===== src/rtl/byte_producer.sv =====
// ============================================================================
//  Module      : byte_producer
//  Description : Buffers handshaked multi-byte words in a small FIFO and
//                serializes each one LSB-first onto a byte stream.
//                Optional macro BYTE_PRODUCER_CNT_EN adds a saturating
//                output byte counter port (byte_count).
//  Revision    : 1.0 - initial release
// ============================================================================
`default_nettype none

module byte_producer #(
    parameter int IN_W       = 32,
    parameter int FIFO_DEPTH = 4
) (
    input  logic                            clk,
    input  logic                            rst,
    input  logic [IN_W-1:0]                 in_data,
    input  logic [$clog2(IN_W/8):0]         in_len,
    input  logic                            in_valid,
    output logic                            in_ready,
    output logic [7:0]                      data_out,
    output logic                            data_valid,
    output logic [$clog2(FIFO_DEPTH+1)-1:0] fifo_level,
`ifdef BYTE_PRODUCER_CNT_EN
    output logic                            busy,
    output logic [15:0]                     byte_count
`else
    output logic                            busy
`endif
);

    localparam int c_nb  = IN_W / 8;
    localparam int c_lw  = $clog2(c_nb) + 1;
    localparam int c_pw  = $clog2(FIFO_DEPTH);
    localparam int c_lvw = $clog2(FIFO_DEPTH + 1);

    localparam logic [c_lw-1:0]  c_len_nb  = c_lw'(c_nb);
    localparam logic [c_lw-1:0]  c_len_one = c_lw'(1);
    localparam logic [c_pw-1:0]  c_ptr_one = c_pw'(1);
    localparam logic [c_lvw-1:0] c_lvl_one = c_lvw'(1);
    localparam logic [c_lvw-1:0] c_lvl_max = c_lvw'(FIFO_DEPTH);

    localparam logic [0:0] S_IDLE  = 1'b0;
    localparam logic [0:0] S_SHIFT = 1'b1;

    logic [IN_W-1:0]  r_mem_data [FIFO_DEPTH];
    logic [c_lw-1:0]  r_mem_len  [FIFO_DEPTH];
    logic [c_pw-1:0]  r_wr_ptr;
    logic [c_pw-1:0]  r_rd_ptr;
    logic [c_lvw-1:0] r_level;

    logic [0:0]       r_state;
    logic [IN_W-1:0]  r_hold;
    logic [c_lw-1:0]  r_remaining;
    logic [7:0]       r_data_out;
    logic             r_data_valid;

    logic [0:0]       w_state_nxt;
    logic [IN_W-1:0]  w_hold_nxt;
    logic [c_lw-1:0]  w_rem_nxt;
    logic [7:0]       w_dout_nxt;
    logic             w_dvalid_nxt;
    logic             w_pop;
    logic             w_push;
    logic             w_full;
    logic [c_lw-1:0]  w_len_norm;

    // Full blocks acceptance even when a pop lands on the same edge.
    assign w_full     = (r_level == c_lvl_max);
    assign in_ready   = !rst && !w_full;
    assign w_push     = in_valid && in_ready;
    assign w_len_norm = ((in_len == '0) || (in_len > c_len_nb)) ? c_len_nb : in_len;

    assign data_out   = r_data_out;
    assign data_valid = r_data_valid;
    assign fifo_level = r_level;
    assign busy       = r_data_valid || (r_level != '0);

    always_ff @(posedge clk) begin
        if (w_push) begin
            r_mem_data[r_wr_ptr] <= in_data;
            r_mem_len[r_wr_ptr]  <= w_len_norm;
        end
    end

    always_ff @(posedge clk) begin
        if (rst) begin
            r_wr_ptr <= '0;
            r_rd_ptr <= '0;
            r_level  <= '0;
        end else begin
            if (w_push) r_wr_ptr <= r_wr_ptr + c_ptr_one;
            if (w_pop)  r_rd_ptr <= r_rd_ptr + c_ptr_one;
            case ({w_push, w_pop})
                2'b10:   r_level <= r_level + c_lvl_one;
                2'b01:   r_level <= r_level - c_lvl_one;
                default: r_level <= r_level;
            endcase
        end
    end

    always_ff @(posedge clk) begin
        if (rst) begin
            r_state      <= S_IDLE;
            r_hold       <= '0;
            r_remaining  <= '0;
            r_data_out   <= 8'h00;
            r_data_valid <= 1'b0;
        end else begin
            r_state      <= w_state_nxt;
            r_hold       <= w_hold_nxt;
            r_remaining  <= w_rem_nxt;
            r_data_out   <= w_dout_nxt;
            r_data_valid <= w_dvalid_nxt;
        end
    end

    // An in-flight word always wins over a pop, so the stream never gaps.
    always_comb begin
        w_pop        = 1'b0;
        w_hold_nxt   = r_hold;
        w_rem_nxt    = r_remaining;
        w_dout_nxt   = r_data_out;
        w_dvalid_nxt = 1'b0;
        if (r_state == S_SHIFT) begin
            w_dout_nxt   = r_hold[7:0];
            w_hold_nxt   = r_hold >> 8;
            w_rem_nxt    = r_remaining - c_len_one;
            w_dvalid_nxt = 1'b1;
        end else if (r_level != '0) begin
            w_pop        = 1'b1;
            w_dout_nxt   = r_mem_data[r_rd_ptr][7:0];
            w_hold_nxt   = r_mem_data[r_rd_ptr] >> 8;
            w_rem_nxt    = r_mem_len[r_rd_ptr] - c_len_one;
            w_dvalid_nxt = 1'b1;
        end
        w_state_nxt = (w_rem_nxt != '0) ? S_SHIFT : S_IDLE;
    end

`ifdef BYTE_PRODUCER_CNT_EN
    logic [15:0] r_byte_count;

    always_ff @(posedge clk) begin
        if (rst) begin
            r_byte_count <= 16'h0000;
        end else if (w_dvalid_nxt && (r_byte_count != 16'hFFFF)) begin
            r_byte_count <= r_byte_count + 16'h0001;
        end
    end

    assign byte_count = r_byte_count;
`else
`endif

endmodule

`default_nettype wire


===== config.mk =====
export PLATFORM = sky130hd
export DESIGN_NAME = byte_producer
export DESIGN_NICKNAME = d
export VERILOG_FILES = /design/src/rtl/byte_producer.sv
export SDC_FILE = /design/constraint.sdc
export NUM_CORES = 1
export LEC_CHECK = 0
export CAP_MARGIN = 10
export CORE_MARGIN = 2
export CORE_UTILIZATION = 40
export CTS_CLUSTER_SIZE = 12
export DETAILED_ROUTE_END_ITERATION = 10
export RECOVER_POWER = 100
export SETUP_SLACK_MARGIN = 0.05
export SYNTH_ARGS = -nofsm -noshare
export SYNTH_HDL_FRONTEND = slang
export SYNTH_SLANG_ARGS = --single-unit

===== constraint.sdc =====
create_clock -name clk -period 2.3 [get_ports clk]
set_input_delay 0.345 -clock clk [delete_from_list [all_inputs] [get_ports clk]]
set_output_delay 0.345 -clock clk [all_outputs]
set_load 0.01 [all_outputs]

==> flow_summary.json <==
{
  "drt_pass1_iterations": 4,
  "relSlewSlack_pct": 26.76,
  "p_leak_nw": 2.875,
  "r2r-start": "fifo_level[0]",
  "worstHoldPathType": "reg -> reg",
  "critPathRequiredTime_ns": 2.42,
  "fin_nets": 555,
  "place_congestion": 0.7255,
  "finalCritPeriodShare_pct": 91.90,
  "startpoint": "fifo_level[0]",
  "cts_buffers": 17,
  "dieWidth_um": 137.8,
  "yosys_register_bits": 186,
  "antenna_found_initial": 1,
  "drtIter0Drc": 262,
  "hold_violations": 0,
  "grt_pass1_wl_mm": 21.84,
  "drc": 0,
  "crit_path_start_kind": "flip-flop",
  "slowest_stage": "dfxtp_2",
  "fp.coreArea_um2": 17420,
  "rsz0062_at_grt": "no",
  "finClkSkew_ns": 0.009370,
  "worst_ep_arrival_time_ns": 2.23,
  "die_area_um2": 18980,
  "cpLargestDelayFamily": "buffers and inverters",
  "vias": 3878,
  "via_per_inst": 5.198,
  "end_kind": "flip-flop",
  "dpl.cell_count": 711,
  "clk_latency_ns": 0.43,
  "path_max_fanout": 19,
  "holdPathStages": 2,
  "fmax_mhz": 473.1,
  "tightest_slew_ns": 1.099,
  "initial_core_util_pct": 41.11,
  "setup_violations": 0,
  "slowest_delay_ns": 0.41,
  "row_count": 48,
  "hp-start": "r_hold[23]",
  "cts-root-buf": "clkbuf_16",
  "power.density_nw_per_um2": 1154,
  "io_pins": 52,
  "fin_area_um2": 8663,
  "path_depth": 5,
  "grt_max_degree": 58,
  "cts_buffer_depth": 2,
  "fin_crit_ns": 2.114,
  "drive_above_1_share_pct": 18.04,
  "fp.dieH_um": 137.8,
  "cts_tree": "built",
  "drt_wl_total_mm": 13.73,
  "yosysWarnings": 0,
  "synth.avg_cell_area_um2": 16.20,
  "num_antenna_cells": 0,
  "yosysSeqAreaShare_pct": 71.58,
  "first_global_vias": 4000,
  "drv_slew": 0,
  "postPlaceCellArea_um2": 8074,
  "rr_worst_depth": 5,
  "total_power_mw": 9.997,
  "irDropWorstVdd_mv": 0.7450,
  "final.setup.tns_ns": 0,
  "cts_htree_levels": 4,
  "dp_hpwl_mm": 8.678,
  "final_core_util_pct": 49.74,
  "path_buf_inv": 2,
  "grt_overflow": 0,
  "clk_transition_reported_paths_ns": 0.07,
  "routedWlPerCell_um": 18.41,
  "worstPathCellList": "nor2_1 > a211oi_1 > clkbuf_1 > and2_0 > buf_12",
  "critPathKind": "reg -> reg",
  "ant_nets": 0,
  "status": "complete, no violations",
  "finalNonFillerCells": 746,
  "area_growth_syn_to_layout_pct": 21.01,
  "cap_violations": 0,
  "netlist_area_um2": 7159,
  "port_buffers": 51,
  "yosys.cell_types.count": 34,
  "grtUsageTotal_pct": 15.71,
  "syn_nets": 489,
  "clock-sinks": 186,
  "synthCells": 442
}
worst reg2reg max path, stage by stage, from the launching register on:
cell      delay [ns]
dfxtp_2         0.41
nor2_1          0.09
a211oi_1        0.37
clkbuf_1        0.35
and2_0          0.35
buf_12          0.23
layer usage:
metal  share of wire [%]  global-route usage, %  vias to the layer above  wire length (µm)
li1                    -                      -                     1795                 -
met3                 4.4                  4.010                       20               611
met1                  46                  21.76                     1983              6343
met2                  48                  24.52                       78              6601
met4                 1.2                  4.932                        2               162
met5                0.11                      0                        -                15
report_power, final:
part,switching [mW],total (mW),leakage (nW),internal [mW]
logic,1.55,2.86,0.955,1.31
clock network,1.24,2.84,0.269,1.60
registers,0.246,4.29,1.65,4.05
total,3.03,10.0,2.88,6.96
cell families (layout without fill, tap and decap cells):
| kind of cell | after synthesis | in the layout | share of synthesized area, % |
|---|---|---|---|
| buffers and inverters | 65 | 144 | 3.827 |
| AO/OA/AOI/OAI | 67 | 67 | 6.326 |
| AND/OR/NAND/NOR | 72 | 72 | 4.509 |
| XOR/XNOR | 6 | 6 | 0.7341 |
| flip-flops | 186 | 186 | 71.58 |
| multiplexers | 37 | 37 | 11.34 |
| adder cells (fa/ha/maj) | 9 | 9 | 1.678 |
metrics by stage:
| stage | hold WS (ns) | setup WS (ns) |
|---|---|---|
| after global placement | 0.4405 | 0.04784 |
| after CTS | 0.4559 | 0.06939 |
| final | 0.4564 | 0.1862 |
| after detailed placement | 0.4487 | 0.02016 |
| after floorplan | 0.4319 | 0.2171 |
| after global routing | 0.4813 | 0.04331 |
synthesized netlist by cell type, drive strengths merged:
library cell	number	area share [%]
edfxtp	140	59
dfxtp	46	13
nand2	42	2.2
inv	39	2.0
a21oi	36	2.5
mux4	35	11
a221oi	25	3.1
buf	15	1.2
nor2	14	0.73
clkbuf	11	0.58
ha	8	1.4
and2	4	0.35
nor2b	3	0.26
xnor2	3	0.37
xor2	3	0.37
a211oi	2	0.28
mux2i	2	0.28
nor3b	2	0.21
or2	2	0.17
or3	2	0.17
fa	1	0.28
nand2b	1	0.087
nor3	1	0.23
nor4	1	0.087
o211ai	1	0.10
o21ai	1	0.070
o21bai	1	0.10
o31ai	1	0.10
cell type report:
class	count	area, µm²
Fill cell	1490	8753
Inverter	39	146.4
Clock inverter	14	147.6
Clock buffer	18	429.2
Sequential cell	186	5129
Timing Repair Buffer	73	778.2
Multi-Input combinational cell	191	1752
Tap cell	225	281.5
registers in the layout, indices dropped and copies added (netlist names), named ones only:
register and cells:
r_remaining 3, r_wr_ptr 2, data_out 8, r_hold 24, data_valid 1, fifo_level 3
r_mem_len 12, r_state 1, r_mem_data 128, r_rd_ptr 2
worst paths after layout:
kind / end / slack, ns
worst max-delay path: r_mem_data[1][11] / 0.19
worst min-delay path: r_hold[23] / 0.46
worst max register to register: r_mem_data[1][11] / 0.19
worst min register to register: r_hold[23] / 0.46
what timing repair did:
action	in CTS	in global routing
gates resized for setup	3	3
cloned	0	1
pin swaps	0	1
hold buffers	0	0
buffers inserted	0	2
endpoints found under the setup margin	1	1
cells in the final DEF (no fill, tap or decap), types with 3 or more instances in the layout:
cell,netlist,routed
clkbuf_4,0,3
edfxtp_1,140,140
mux4_2,34,34
buf_4,3,8
nor2_1,14,14
a21oi_1,36,36
xor2_1,3,3
buf_12,0,7
xnor2_1,3,3
nand2_1,42,42
dlygate4sd3_1,0,45
ha_1,8,8
a221oi_1,24,25
clkdlybuf4s50_1,0,6
dfxtp_1,46,43
dfxtp_2,0,3
clkbuf_16,0,18
clkinv_2,0,3
inv_1,39,39
clkinvlp_4,0,5
nor2b_1,3,3
Note: power is estimated with default switching activity, not from simulation.
